`config.mk`:
```
export PLATFORM = sky130hd
export DESIGN_NAME = adaptive_filter_sched
export DESIGN_NICKNAME = d
export VERILOG_FILES = /design/src/rtl/adaptive_filter_pkg.sv /design/src/rtl/adaptive_filter_sched.sv
export SDC_FILE = /design/constraint.sdc
export NUM_CORES = 1
export LEC_CHECK = 0
export BUFFER_PORTS_ARGS = -buffer_cell sky130_fd_sc_hd__buf_2
export CAP_MARGIN = 30
export CORE_ASPECT_RATIO = 1.25
export CORE_UTILIZATION = 35
export DETAILED_ROUTE_END_ITERATION = 12
export PLACE_DENSITY = 0.8
export SYNTH_ARGS = -nofsm -noshare
export SYNTH_HDL_FRONTEND = slang
export SYNTH_SLANG_ARGS = --single-unit
```
`constraint.sdc`:
```
create_clock -name clk -period 1.7 [get_ports clk]
set_input_delay 0.255 -clock clk [delete_from_list [all_inputs] [get_ports clk]]
set_output_delay 0.255 -clock clk [all_outputs]
set_load 0.05 [all_outputs]
```
`src/rtl/adaptive_filter_pkg.sv`:
```
// -----------------------------------------------------------------------------
// adaptive_filter_pkg
// Purpose : shared types and constants for the adaptive filter datapath and its
//           mode-switch scheduler.
// Contents: sample width, FIR differentiator order, flush-counter limits,
//           warm-up counter width, scheduler FSM state type.
// -----------------------------------------------------------------------------
package adaptive_filter_pkg;

  // Q8.6 sample, bits [7:-6]
  localparam int unsigned SAMPLE_W         = 14;

  // Differentiator tap order; also the default number of settling samples
  localparam int unsigned FIR_DIFF_ORDER   = 4;

  // Flush length limit and the down-counter that times it
  localparam int unsigned FLUSH_CYCLES_MAX = 15;
  localparam int unsigned FLUSH_CNT_W      = 4;

  // Warm-up blanking counter width (WARMUP_SAMPLES must fit)
  localparam int unsigned WARM_CNT_W       = 8;

  typedef enum logic [1:0] {
    RUN   = 2'd0,
    DRAIN = 2'd1,
    FLUSH = 2'd2
  } mode_sched_state_t;

endpackage : adaptive_filter_pkg

```
`src/rtl/adaptive_filter_sched.sv`:
```
// -----------------------------------------------------------------------------
// adaptive_filter_sched
// Purpose : schedules integrator/differentiator mode switches of the adaptive
//           filter. A switch stalls the upstream stream, lets the last result
//           drain, holds the filter in synchronous clear for FLUSH_CYCLES while
//           the new mode is applied, and optionally blanks the first
//           WARMUP_SAMPLES results after the switch.
// Config  : `define ADAPTIVE_FILTER_SCHED_WARMUP_EN enables warm-up blanking;
//           without it m_tvalid = f_m_tvalid and WARMUP_SAMPLES is ignored.
// Ports   :
//   clk, arst_n                    clock, async active-low reset
//   mode_req/_valid/_ready         mode-change request handshake
//   s_tdata/s_tvalid/s_tready      upstream sample stream (Q8.6)
//   f_ctrl, f_srst                 filter mode select, filter sync clear
//   f_tdata/f_tvalid               sample to filter
//   f_m_tdata/f_m_tvalid           filter result (1-cycle latency)
//   m_tdata/m_tvalid               result downstream
//   busy                           high whenever not in RUN
// -----------------------------------------------------------------------------
module adaptive_filter_sched
  import adaptive_filter_pkg::*;
#(
  parameter int unsigned FLUSH_CYCLES   = 2,
  parameter int unsigned WARMUP_SAMPLES = FIR_DIFF_ORDER,
  parameter logic        RESET_MODE     = 1'b0
) (
  input  logic                clk,
  input  logic                arst_n,

  input  logic                mode_req,
  input  logic                mode_req_valid,
  output logic                mode_req_ready,

  input  logic [SAMPLE_W-1:0] s_tdata,
  input  logic                s_tvalid,
  output logic                s_tready,

  output logic                f_ctrl,
  output logic                f_srst,
  output logic [SAMPLE_W-1:0] f_tdata,
  output logic                f_tvalid,

  input  logic [SAMPLE_W-1:0] f_m_tdata,
  input  logic                f_m_tvalid,

  output logic [SAMPLE_W-1:0] m_tdata,
  output logic                m_tvalid,

  output logic                busy
);

  // Elaboration-time parameter range check
  if ((FLUSH_CYCLES < 1) || (FLUSH_CYCLES > FLUSH_CYCLES_MAX) ||
      (WARMUP_SAMPLES >= (2 ** WARM_CNT_W))) begin : g_bad_param
    $error("adaptive_filter_sched: parameter out of range");
  end

  mode_sched_state_t        r_state;
  mode_sched_state_t        w_state_nxt;
  logic [FLUSH_CNT_W-1:0]   r_flush_cnt;
  logic [FLUSH_CNT_W-1:0]   w_flush_cnt_nxt;
  logic                     r_f_ctrl;
  logic                     w_f_ctrl_nxt;
  logic                     r_pending;
  logic                     w_pending_nxt;
  logic                     w_flush_done;

  // State and control registers
  always_ff @(posedge clk or negedge arst_n) begin
    if (!arst_n) begin
      r_state     <= FLUSH;
      r_flush_cnt <= FLUSH_CNT_W'(FLUSH_CYCLES);
      r_f_ctrl    <= RESET_MODE;
      r_pending   <= RESET_MODE;
    end else begin
      r_state     <= w_state_nxt;
      r_flush_cnt <= w_flush_cnt_nxt;
      r_f_ctrl    <= w_f_ctrl_nxt;
      r_pending   <= w_pending_nxt;
    end
  end

  // Next-state and handshake outputs
  always_comb begin
    w_state_nxt     = r_state;
    w_flush_cnt_nxt = r_flush_cnt;
    w_f_ctrl_nxt    = r_f_ctrl;
    w_pending_nxt   = r_pending;
    w_flush_done    = 1'b0;
    s_tready        = 1'b0;
    mode_req_ready  = 1'b0;
    f_srst          = 1'b0;
    busy            = 1'b1;

    case (r_state)
      RUN: begin
        s_tready       = 1'b1;
        mode_req_ready = 1'b1;
        busy           = 1'b0;
        // Same-mode requests are simply acknowledged
        if (mode_req_valid && (mode_req != r_f_ctrl)) begin
          w_pending_nxt = mode_req;
          w_state_nxt   = DRAIN;
        end
      end

      DRAIN: begin
        // Mode changes only together with f_srst rising
        w_state_nxt     = FLUSH;
        w_flush_cnt_nxt = FLUSH_CNT_W'(FLUSH_CYCLES);
        w_f_ctrl_nxt    = r_pending;
      end

      FLUSH: begin
        f_srst = 1'b1;
        if (r_flush_cnt <= FLUSH_CNT_W'(1)) begin
          w_flush_done = 1'b1;
          w_state_nxt  = RUN;
        end else begin
          w_flush_cnt_nxt = r_flush_cnt - FLUSH_CNT_W'(1);
        end
      end

      default: begin
        f_srst      = 1'b1;
        w_state_nxt = FLUSH;
      end
    endcase
  end

  assign f_ctrl   = r_f_ctrl;
  assign f_tdata  = s_tdata;
  assign f_tvalid = s_tvalid & s_tready;
  assign m_tdata  = f_m_tdata;

`ifdef ADAPTIVE_FILTER_SCHED_WARMUP_EN
  logic [WARM_CNT_W-1:0] r_warm;
  logic [WARM_CNT_W-1:0] w_warm_nxt;

  // Warm-up counter: reload on flush exit, count results down to zero
  always_comb begin
    w_warm_nxt = r_warm;
    if (w_flush_done) begin
      w_warm_nxt = WARM_CNT_W'(WARMUP_SAMPLES);
    end else if (f_m_tvalid && (r_warm != '0)) begin
      w_warm_nxt = r_warm - WARM_CNT_W'(1);
    end
  end

  always_ff @(posedge clk or negedge arst_n) begin
    if (!arst_n) begin
      r_warm <= WARM_CNT_W'(WARMUP_SAMPLES);
    end else begin
      r_warm <= w_warm_nxt;
    end
  end

  assign m_tvalid = f_m_tvalid & (r_warm == '0);
`else
  assign m_tvalid = f_m_tvalid;
`endif

endmodule : adaptive_filter_sched

```
==> summary.md <==
| Metric | Value |
|---|---|
| Status | `completed` |
| Layout cells sized above 1 | `36.2%` |
| Worst slew pin tran | `0.296 ns` |
| CTS max path bufs | `2` |
| Most frequent cell after synthesis | `buf_4` |
| Clock sink count | `8` |
| Syn nets | `111` |
| GRT Residual Overflow | `0` |
| Setup violators final | `0` |
| CP arrival | `1.29 ns` |
| Hpwl dp | `738 um` |
| Via/cell ratio | `4.77` |
| Largest net degree at the start of global routing | `11` |
| Leading area contributor after synthesis | `buf_4` |
| Pre-CTS worst setup slack | `0.179 ns` |
| Number of synthesized register bits | `8` |
| ANT nets after route | `0` |
| Gpl congestion | `0.848` |
| Hold WS | `0.290 ns` |
| Sequential share of power | `31.6%` |
| Main flop type after synthesis | `dfrtp_1` |
| Max cap viols | `0` |
| Placed cell area | `527 um^2` |
| Clock power share | `12.8%` |
| Final core utilization | `31.1%` |
| CTS H-Tree Depth | `1` |
| Pwr/cell area | `2240 nW/um^2` |
| Final Cycle Share | `91.1%` |
| Initial DRC count | `1` |
| Final min period | `1.55 ns` |
| Internal power | `0.626 mW` |
| Sw Pwr | `0.633 mW` |
| Core box area | `1810 um^2` |
| Die area | `2140 um^2` |
| Final Non-Filler Cells | `77` |
| CTS tree | `yes` |
| Endpoint class of the critical path | `output pin` |
| Commonest cells in the netlist | `buf_4 (30), dfrtp_1 (6), inv_1 (4), nor2_1 (4)` |
| IO buf count | `10` |
| Mapped Area | `686 um^2` |
| Most area-consuming cells after synthesis | `buf_4 (33%), dfrtp_1 (22%), dfstp_2 (7.7%)` |
| Synth Instances | `75` |
| Area share of the largest cell type after synthesis | `32.8%` |
| DIE WIDTH | `41.6 um` |
| Max-slew violation count | `0` |
| Layout overhead on the synthesized area | `-17.9%` |
| Final Hold Violating Endpoints | `0` |
| Post-synth EDFFs | `0` |
| CTS buffer count | `3` |
| Drt pass-1 iters | `3` |
| Syn Area/Cell | `9.14 um^2` |
| First-pass GRT wire length | `1550 um` |
| Sequential share of the synthesized area | `29.6%` |
| Leak pwr | `0.274 nW` |
| ANT cells | `0` |
| HP Class | `input port to flip-flop` |
| Initial core utilization | `37.9%` |
| GRT Total Usage | `9.44%` |
| Clk root buf | `clkbuf_4` |
| Syn. warnings | `0` |
| Site Rows | `17` |
| Number of global-route vias before repair | `373` |
| Nets | `95` |
| Sw Ratio | `50.3%` |
| Post-route cell area | `563 um^2` |
| RSZ-0062 raised after global routing | `false` |
| Clk_lat worst skew | `0.26 ns` |
| Type of origin of the critical path | `flip-flop` |
| Via count | `367` |
| Die Ht | `51.5 um` |
| Setup TNS | `0 ns` |
| Clock skew | `0.0141 ns` |
| Crit Path Category | `flip-flop to output pin` |
| Placed cells | `72` |
| Mean routed wirelength per cell | `12.7 um` |
| CTS clock-pin slew for the worst setup and hold paths | `0.07 ns` |
| VDD IR max | `0.907 mV` |
| Distinct cells, synth | `28` |
| Io pins | `69` |
| Async set or reset register ratio after synthesis | `100%` |
| CP Data Required Time | `1.44 ns` |
| Combinational Power Share | `55.6%` |
| Worst Path Max Fanout | `10` |
| Highest clock rate | `0.646 GHz` |
| Initial antenna violation count | `0` |
| DR DRC count | `0` |
| Overall Power | `1.26 mW` |
| Wirelength, routed | `975 um` |
| Max-slew headroom | `80.2%` |
| Final worst setup slack | `0.152 ns` |
[worst max-delay path, stage by stage (launching register included)]
cell     delay (ns)
dfstp_2        0.62
nor2_4         0.07
and2_1         0.15
buf_2          0.20
[flip-flops by register name (all words and copies together), names as in the netlist]
register,count
r_flush_cnt,4
r_state,2
f_ctrl,1
r_pending,1
[path summary, 6_finish.rpt]
path / from / endpoint / slack (ns) / cells after the start
worst max-delay path: r_state[1] / f_tvalid / 0.15 / 3
worst min-delay path: mode_req / r_state[0] / 0.29 / 3
worst max register to register: r_flush_cnt[1] / r_flush_cnt[0] / 0.16 / 5
worst min register to register: f_ctrl / r_pending / 0.52 / 1
max in group asynchronous: arst_n / r_state[1] / 1.08 / 2
min in group asynchronous: arst_n / f_ctrl / 0.36 / 2
[kinds of logic (layout without fill, tap and decap cells)]
family          count (synthesis)  in the layout  share of synthesized area [%]
xor+xnor                        1              1                           1.28
flops                           8              8                           29.6
fa+ha+maj                       2              2                           3.65
buf+inv                        36             19                           37.2
simple gates                   15             15                           12.8
compound gates                 10             10                           10.2
mux                             3              3                           5.29
[routing by layer]
metal / vias up / global-route usage [%] / part of all wire, %
met3: 10 / 3.53 / 10
li1: 183 / - / -
met4: 0 / 10.2 / 2.9
met5: - / 0 / 0
met1: 156 / 10.1 / 41
met2: 18 / 13.5 / 46
[cells in the final DEF (no fill, tap or decap), drive strengths merged]
| cell | netlist | final |
|---|---|---|
| ha | 2 | 2 |
| xnor2 | 1 | 1 |
| nor2 | 4 | 4 |
| inv | 4 | 4 |
| nor3 | 1 | 1 |
| a21oi | 1 | 1 |
| nand2 | 1 | 1 |
| clkbuf | 1 | 4 |
| nand2b | 2 | 2 |
| mux2 | 2 | 2 |
| dlygate4sd3 | 0 | 1 |
| a31oi | 2 | 2 |
| dfstp | 2 | 2 |
| o21ai | 3 | 3 |
| dfrtp | 6 | 6 |
| o211ai | 1 | 1 |
| and2 | 1 | 1 |
| buf | 31 | 10 |
| nor4 | 1 | 1 |
| or3b | 1 | 1 |
| o21bai | 1 | 1 |
| o22ai | 1 | 1 |
| and2b | 2 | 2 |
| o31a | 1 | 1 |
| mux2i | 1 | 1 |
| nor2b | 2 | 2 |
[power groups by stage]
stage	Clock, mW	Sequential (mW)	Combinational, mW
3_3_place_gp	0	0.398	0.684
3_5_place_dp	0	0.401	0.701
5_1_grt	0.173	0.418	0.753
4_1_cts	0.166	0.398	0.706
6_report	0.161	0.398	0.700
2_1_floorplan	0	0.399	0.788
[what timing repair did]
item,4_1_cts,5_1_grt
setup buffers,0,0
resized for setup,0,0
hold endpoints to repair,6,0
hold buffers,1,0
[cell type report]
| class | count | area [um^2] |
|---|---|---|
| clock buffers | 4 | 26.3 |
| repair buffers | 11 | 60.1 |
| flip-flops and latches | 8 | 203 |
| well taps | 19 | 23.8 |
| multi-input cells | 31 | 235 |
| inverters | 4 | 15.0 |
| fillers | 181 | 1240 |
(Power assumes the default switching activity.)
